$ cat config.mk
export PLATFORM = sky130hd
export DESIGN_NAME = spi_slave_transceiver
export DESIGN_NICKNAME = d
export VERILOG_FILES = /design/src/rtl/spi_slave_pkg.sv /design/src/rtl/spi_input_synchronizer.sv /design/src/rtl/spi_slave_transceiver.sv
export SDC_FILE = /design/constraint.sdc
export NUM_CORES = 1
export LEC_CHECK = 0
export ABC_AREA = 0
export CORE_UTILIZATION = 40
export CTS_CLUSTER_SIZE = 30
export DETAILED_ROUTE_END_ITERATION = 10
export MAX_ROUTING_LAYER = met4
export PLACE_DENSITY = 0.6
export SLEW_MARGIN = 20
export SYNTH_ARGS = -nofsm -noshare
export SYNTH_HDL_FRONTEND = slang
export SYNTH_HIERARCHICAL = 1
export SYNTH_SLANG_ARGS = --single-unit
$ cat constraint.sdc
create_clock -name i_clock -period 6.2 [get_ports i_clock]
set_input_delay 1.24 -clock i_clock [delete_from_list [all_inputs] [get_ports i_clock]]
set_output_delay 1.24 -clock i_clock [all_outputs]
set_load 0.05 [all_outputs]
$ cat src/rtl/spi_slave_pkg.sv
// Shared types and constants for the SPI peripheral transceiver.
// FSM states: IDLE (no frame), SHIFT (bits moving), WORD_DONE (publish rx word).
package spi_slave_pkg;

    localparam int SPI_MAX_BITS = 32;

    typedef enum logic [1:0] {
        IDLE      = 2'd0,
        SHIFT     = 2'd1,
        WORD_DONE = 2'd2
    } spi_state_t;

endpackage

$ cat src/rtl/spi_input_synchronizer.sv
// Brings the asynchronous SPI pins into the system clock domain and derives
// edge strobes for SCLK and SS from one extra registered copy.
module spi_input_synchronizer #(
    parameter int SYNC_STAGES = 2
) (
    input  logic i_clock,
    input  logic i_reset,
    input  logic i_sclk,
    input  logic i_ss,
    input  logic i_mosi,
    output logic o_ss,
    output logic o_mosi,
    output logic o_sclk_rise,
    output logic o_sclk_fall,
    output logic o_ss_rise,
    output logic o_ss_fall
);

    logic [SYNC_STAGES-1:0] r_sclk_sync;
    logic [SYNC_STAGES-1:0] r_ss_sync;
    logic [SYNC_STAGES-1:0] r_mosi_sync;
    logic                   r_sclk_prev;
    logic                   r_ss_prev;

    logic w_sclk;

    // Chains reset to 0 so an SS already held low at reset release
    // never looks like a falling edge.
    always_ff @(posedge i_clock) begin
        if (!i_reset) begin
            r_sclk_sync <= '0;
            r_ss_sync   <= '0;
            r_mosi_sync <= '0;
            r_sclk_prev <= 1'b0;
            r_ss_prev   <= 1'b0;
        end else begin
            r_sclk_sync <= {r_sclk_sync[SYNC_STAGES-2:0], i_sclk};
            r_ss_sync   <= {r_ss_sync[SYNC_STAGES-2:0],   i_ss};
            r_mosi_sync <= {r_mosi_sync[SYNC_STAGES-2:0], i_mosi};
            r_sclk_prev <= r_sclk_sync[SYNC_STAGES-1];
            r_ss_prev   <= r_ss_sync[SYNC_STAGES-1];
        end
    end

    assign w_sclk      = r_sclk_sync[SYNC_STAGES-1];
    assign o_ss        = r_ss_sync[SYNC_STAGES-1];
    assign o_mosi      = r_mosi_sync[SYNC_STAGES-1];
    assign o_sclk_rise =  w_sclk & ~r_sclk_prev;
    assign o_sclk_fall = ~w_sclk &  r_sclk_prev;
    assign o_ss_rise   =  o_ss   & ~r_ss_prev;
    assign o_ss_fall   = ~o_ss   &  r_ss_prev;

endmodule

$ cat src/rtl/spi_slave_transceiver.sv
// SPI peripheral: deserialises MOSI words and serialises a buffered tx word
// onto MISO, with run-time word length, CPOL/CPHA and bit order.
module spi_slave_transceiver
    import spi_slave_pkg::*;
#(
    parameter int N_BITS      = SPI_MAX_BITS,
    parameter int SYNC_STAGES = 2
) (
    input  logic              i_clock,
    input  logic              i_reset,
    input  logic              i_spi_sclk,
    input  logic              i_spi_ss,
    input  logic              i_spi_mosi,
    output logic              o_spi_miso,
    input  logic [4:0]        i_cfg_word_length,
    input  logic              i_cfg_cpol,
    input  logic              i_cfg_cpha,
    input  logic              i_cfg_lsb_first,
    input  logic [N_BITS-1:0] i_tx_data,
    input  logic              i_tx_valid,
    output logic              o_tx_ready,
    output logic [N_BITS-1:0] o_rx_data,
    output logic              o_rx_valid,
    output logic              o_tx_underrun,
    output logic              o_busy
);

    spi_state_t        r_state;
    logic [4:0]        r_bit_cnt;
    logic [N_BITS-1:0] r_rx_shift;
    logic [N_BITS-1:0] r_tx_shift;
    logic [N_BITS-1:0] r_tx_buf;
    logic              r_tx_ready;
    logic              r_tx_primed;
    logic              r_spi_miso;
    logic [N_BITS-1:0] r_rx_data;
    logic              r_rx_valid;
    logic              r_tx_underrun;
    logic              r_busy;

    logic              w_ss;
    logic              w_mosi;
    logic              w_sclk_rise;
    logic              w_sclk_fall;
    logic              w_ss_rise;
    logic              w_ss_fall;
    logic              w_leading;
    logic              w_trailing;
    logic              w_sample;
    logic              w_drive;
    logic              w_drive_ok;
    logic              w_last;
    logic              w_word_start;
    logic              w_tx_accept;
    logic [N_BITS-1:0] w_tx_load;
    logic [N_BITS-1:0] w_tx_next;
    logic [N_BITS-1:0] w_rx_next;

    spi_input_synchronizer #(
        .SYNC_STAGES (SYNC_STAGES)
    ) u_sync (
        .i_clock     (i_clock),
        .i_reset     (i_reset),
        .i_sclk      (i_spi_sclk),
        .i_ss        (i_spi_ss),
        .i_mosi      (i_spi_mosi),
        .o_ss        (w_ss),
        .o_mosi      (w_mosi),
        .o_sclk_rise (w_sclk_rise),
        .o_sclk_fall (w_sclk_fall),
        .o_ss_rise   (w_ss_rise),
        .o_ss_fall   (w_ss_fall)
    );

    function automatic logic tx_head(input logic [N_BITS-1:0] v,
                                     input logic              lsb_first,
                                     input logic [4:0]        len_m1);
        return lsb_first ? v[0] : v[len_m1];
    endfunction

    assign w_leading  = i_cfg_cpol ? w_sclk_fall : w_sclk_rise;
    assign w_trailing = i_cfg_cpol ? w_sclk_rise : w_sclk_fall;
    assign w_sample   = i_cfg_cpha ? w_trailing  : w_leading;
    assign w_drive    = i_cfg_cpha ? w_leading   : w_trailing;

    // With cpha=0 a trailing edge seen before any sample of the current word
    // is the tail of the previous word, not a request for the next bit.
    assign w_drive_ok = w_drive && (i_cfg_cpha || (r_bit_cnt != 5'd0));
    assign w_last     = (r_bit_cnt == i_cfg_word_length);

    assign w_word_start = ((r_state == IDLE) && w_ss_fall) ||
                          ((r_state == WORD_DONE) && !w_ss);
    assign w_tx_accept  = i_tx_valid && r_tx_ready;
    assign w_tx_load    = r_tx_ready ? '0 : r_tx_buf;
    assign w_tx_next    = i_cfg_lsb_first ? (r_tx_shift >> 1) : (r_tx_shift << 1);

    always_comb begin
        w_rx_next = '0;
        if (i_cfg_lsb_first) begin
            w_rx_next = r_rx_shift >> 1;
            w_rx_next[i_cfg_word_length] = w_mosi;
        end else begin
            w_rx_next = {r_rx_shift[N_BITS-2:0], w_mosi};
        end
    end

    always_ff @(posedge i_clock) begin
        if (!i_reset) begin
            r_state       <= IDLE;
            r_bit_cnt     <= '0;
            r_rx_shift    <= '0;
            r_tx_shift    <= '0;
            r_tx_buf      <= '0;
            r_tx_ready    <= 1'b1;
            r_tx_primed   <= 1'b0;
            r_spi_miso    <= 1'b0;
            r_rx_data     <= '0;
            r_rx_valid    <= 1'b0;
            r_tx_underrun <= 1'b0;
            r_busy        <= 1'b0;
        end else begin
            r_rx_valid    <= 1'b0;
            r_tx_underrun <= 1'b0;

            if (w_tx_accept) begin
                r_tx_buf   <= i_tx_data;
                r_tx_ready <= 1'b0;
            end

            if (w_word_start) begin
                r_state     <= SHIFT;
                r_busy      <= 1'b1;
                r_bit_cnt   <= '0;
                r_rx_shift  <= '0;
                r_tx_shift  <= w_tx_load;
                r_tx_primed <= !i_cfg_cpha;
                r_spi_miso  <= i_cfg_cpha ? 1'b0 :
                               tx_head(w_tx_load, i_cfg_lsb_first, i_cfg_word_length);
                // Empty buffer underruns; data arriving this cycle waits for the next word.
                if (r_tx_ready) begin
                    r_tx_underrun <= 1'b1;
                    r_tx_ready    <= !w_tx_accept;
                end else begin
                    r_tx_ready    <= 1'b1;
                end
            end else begin
                case (r_state)
                    IDLE: begin
                        r_spi_miso <= 1'b0;
                    end
                    SHIFT: begin
                        if (w_sample && w_last) begin
                            r_state    <= WORD_DONE;
                            r_rx_data  <= w_rx_next;
                            r_rx_valid <= 1'b1;
                            r_bit_cnt  <= '0;
                        end else if (w_ss_rise) begin
                            r_state    <= IDLE;
                            r_busy     <= 1'b0;
                            r_spi_miso <= 1'b0;
                        end else begin
                            if (w_sample) begin
                                r_rx_shift <= w_rx_next;
                                r_bit_cnt  <= r_bit_cnt + 5'd1;
                            end
                            if (w_drive_ok) begin
                                if (r_tx_primed) begin
                                    r_tx_shift <= w_tx_next;
                                    r_spi_miso <= tx_head(w_tx_next, i_cfg_lsb_first,
                                                          i_cfg_word_length);
                                end else begin
                                    r_spi_miso  <= tx_head(r_tx_shift, i_cfg_lsb_first,
                                                           i_cfg_word_length);
                                    r_tx_primed <= 1'b1;
                                end
                            end
                        end
                    end
                    WORD_DONE: begin
                        r_state    <= IDLE;
                        r_busy     <= 1'b0;
                        r_spi_miso <= 1'b0;
                    end
                    default: begin
                        r_state <= IDLE;
                    end
                endcase
            end
        end
    end

    assign o_spi_miso    = r_spi_miso;
    assign o_tx_ready    = r_tx_ready;
    assign o_rx_data     = r_rx_data;
    assign o_rx_valid    = r_rx_valid;
    assign o_tx_underrun = r_tx_underrun;
    assign o_busy        = r_busy;

endmodule
==> impl_metrics.csv <==
group,metric,value,unit
placement,port_buffers,82,
synth,synth.ff_latch_count,149,
power_and_ir_drop,powerDensity,245,nW/um^2
critical_path,arrival,3.73,ns
critical_path,critical_path_class,"in2reg",
finish,diodes,0,
synth,yosysTopAreaCell,"dfxtp_1",
clock_tree,cts_root_buf,"clkbuf_16",
clock_tree,cts_tree,"done",
critical_path,r2r_setup_slack,3.65,ns
sta,tightest_slew,0.992,ns
finish,nets,1064,
min_path,holdCritPathClass,"reg2reg",
critical_path,critPathLaunch,"i_cfg_cpha",
clock_tree,post_cts_resized,0,
sta,fin_skew,0.00894,ns
sta,setup_viol,0,
drt,vias,7035,
synth,ys_top_cells_by_count,"nand2_1 (219), dfxtp_1 (149), mux2i_1 (92)",
synth,synth-edff-count,0,
critical_path,endpoint_kind,"flop",
synth,ys_seq_area_share,37.6,%
clock_tree,clkLatencyLatePin,0.43,ns
synth,synthFlopType,"dfxtp_1",
clock_tree,post_cts_buffers,0,
sta,fmax,289,MHz
synth,yosys.cell_count.top_type,"nand2_1",
finish,fillers,1924,
sta,fin_ws,2.75,ns
synth,synth_cells,980,
drt,ant_nets,0,
sta,setup_tns,0,ns
synth,syn_area,7940,um^2
global_routing,grt_overflow,0,
floorplan,die-area,20400,um^2
sta,fin_crit_sh,55.7,%
floorplan,boundaryPins,83,
critical_path,path_delay_family,"buffers and inverters",
drt,vias_per_cell,5.44,
placement,place_inst,1262,
finish,area_growth,18.7,%
sta,final.min_clock_period,3.45,ns
synth,synth-async-reset-ratio,0,%
status,run_status,"finished, final reports clean",
power_and_ir_drop,p_total,2.31,mW
drt,drtPass1Iterations,8,
global_routing,grt_pass1_wl,34300,um
synth,yosys_warnings,6,
clock_tree,numCtsBuffers,17,
floorplan,start_util,40.8,%
critical_path,required,6.47,ns
drt,totalWireLength,21100,um
synth,synthTopCellsByArea,"dfxtp_1 (38%), mux2i_1 (12%), nand2_1 (10%), a21boi_0 (5.6%), nor2_1 (3.7%)",
global_routing,grt_pass1_vias,6450,
synth,avgSynthCellArea,8.10,um^2
critical_path,critPathCapture,"r_tx_shift[6]",
drt,wl_per_cell,16.3,um
critical_path,r2r_cells,8,
placement,dp_hpwl,14000,um
global_routing,grt_use_total,22.1,%
critical_path,crit_path_top_delay_cell,"clkdlybuf4s50_1",
global_routing,grt_max_degree,83,
finish,drive_above_1_share,7.78,%
global_routing,grt_antenna_before_repair,0,
critical_path,timing.rr.end,"r_tx_shift[6]",
power_and_ir_drop,ir_drop,0.000179,V
critical_path,start_kind,"input pin",
synth,yosysTopAreaCellShare,37.6,%
critical_path,crit_chain,"clkdlybuf4s50_1 -> xor2_1 -> mux2i_1 -> nor4_4 -> nor4b_4 -> buf_4 -> mux2i_1 -> o21ai_0",
critical_path,rr_startpoint,"r_bit_cnt[0]",
floorplan,core,19500,um^2
synth,syn_nets,1028,
job,max_cap_violations,0,
finish,stdcell_count,1293,
clock_tree,htree_levels,4,
clock_tree,path_clk_slew,0.06,ns
clock_tree,ctsHoldBuffers,0,
power_and_ir_drop,p_leak,3.25,nW
clock_tree,cts_sinks,149,
clock_tree,clock_path_buffers,2,
synth,ys_types,64,
placement,gp_congestion,0.911,
floorplan,die_width,143,um
sta,drv_slew,0,
floorplan,rows,51,
drt,drt_iter0_markers,582,
critical_path,crit_path_frequent_cell,"mux2i_1",
sta,slew_headroom,33.7,%
critical_path,crit_fanout,60,
sta,finalHoldViolations,0,
critical_path,cpPeakStageDelay,0.59,ns
floorplan,die_h,143,um
critical_path,cp_num_cells,8,
critical_path,path_buf_inv,2,
drt,post-route-drc-count,0,
sta,rsz0062_at_grt,"no",
placement,dp_slack,2.39,ns
[worst min-delay path by stage]
stage | depth (start not counted) | from | to
after global routing | 1 | u_sync/r_ss_sync[0] | u_sync/r_ss_sync[1]
after detailed placement | 1 | u_sync/r_sclk_sync[0] | u_sync/r_sclk_sync[1]
after global placement | 1 | u_sync/r_sclk_sync[0] | u_sync/r_sclk_sync[1]
after floorplan | 1 | u_sync/r_mosi_sync[0] | u_sync/r_mosi_sync[1]
final | 1 | u_sync/r_ss_sync[0] | u_sync/r_ss_sync[1]
after CTS | 1 | u_sync/r_ss_sync[0] | u_sync/r_ss_sync[1]
[power breakdown]
part	switching [mW]	internal, mW
clock	0.422	0.694
sequential	0.0220	0.975
combinational	0.118	0.0763
total	0.562	1.74
[per-layer routing]
metal  wire length (um)  vias up  share of wire (%)  GRT usage (%)
met2               8850      228                 42           31.6
met3               1180       25                5.6           4.63
met1              10800     3291                 51           30.8
met5                  0        -                  0              -
li1                   -     3491                  -              -
met4                320        0                1.5           7.13
[cell families (layout without fill, tap and decap cells)]
kind of cell	count (synthesis)	after routing	share of synthesized area, %
xor gates and xnor gates	12	12	1.32
DFF	149	149	37.6
and+or+nand+nor	390	390	21.8
buffers and inverters	82	130	4.87
adders and majority gates	2	2	0.315
muxes	107	107	14.9
AOI/OAI and AO/OA	238	238	19.2
[final cells by class]
class,instances,area [um^2],area share (%)
Inverter,7,26.3,0.279
Multi-Input combinational cell,749,4580,48.6
Sequential cell,149,2980,31.6
Clock inverter,12,176,1.87
Clock buffer,19,453,4.80
Timing Repair Buffer,92,878,9.31
Tap cell,265,332,3.52
[registers in the layout, indices dropped and copies added, names as in the netlist]
signal / count
u_sync/r_mosi_sync: 2
o_rx_valid: 1
o_rx_data: 32
r_state: 2
r_rx_shift: 32
r_tx_buf: 32
u_sync/r_ss_prev: 1
o_tx_ready: 1
u_sync/r_sclk_sync: 2
o_spi_miso: 1
o_tx_underrun: 1
o_busy: 1
r_tx_shift: 32
r_bit_cnt: 5
r_tx_primed: 1
u_sync/r_ss_sync: 2
u_sync/r_sclk_prev: 1
[metrics by stage]
stage / hold slack (ns) / cell area (um^2) / utilization (%)
floorplan: 0.412 / 7940 / -
global placement: 0.427 / 8800 / 45.2
detailed placement: 0.424 / 8800 / 45.2
CTS: 0.450 / 9430 / 48.4
global route: 0.465 / 9430 / 48.5
finish: 0.445 / 9430 / 48.5
[layout by cell type (no fill, tap or decap), types with 3 or more instances in the layout]
cell type | netlist | layout
buf_4 | 0 | 11
nor2b_1 | 10 | 10
clkdlybuf4s50_1 | 0 | 78
o22ai_1 | 4 | 4
a22oi_1 | 7 | 7
nor2_2 | 4 | 5
a222oi_1 | 6 | 6
clkbuf_16 | 0 | 17
nand4_1 | 5 | 5
a21boi_0 | 59 | 59
o211ai_1 | 4 | 4
dfxtp_1 | 149 | 148
clkinv_2 | 0 | 3
bufinv_16 | 0 | 4
xor2_1 | 7 | 7
a31oi_1 | 14 | 14
mux2i_1 | 92 | 92
a311oi_1 | 3 | 3
a21oi_1 | 36 | 36
nor3_1 | 11 | 11
o21ai_1 | 26 | 26
nand2b_1 | 7 | 6
or3_1 | 4 | 4
nand3_1 | 17 | 17
o221ai_1 | 3 | 3
mux2_2 | 7 | 7
buf_2 | 18 | 3
inv_1 | 6 | 6
and2_1 | 13 | 12
o21ai_0 | 53 | 53
nand3b_1 | 4 | 4
nand2_1 | 219 | 218
mux4_2 | 8 | 8
nor3b_1 | 3 | 3
a21boi_1 | 3 | 3
nor2_1 | 79 | 78
xnor2_1 | 5 | 5
[worst reg2reg max path: stages, from the launching register on]
cell and delay, ns:
dfxtp_1 0.44, inv_1 0.07, ha_1 0.19, nor4b_1 0.14, o31ai_1 0.40, nor4b_4 0.27, buf_4 0.50, mux2i_1 0.28
o21ai_0 0.11
No activity file was read; power rests on OpenSTA's default activity.
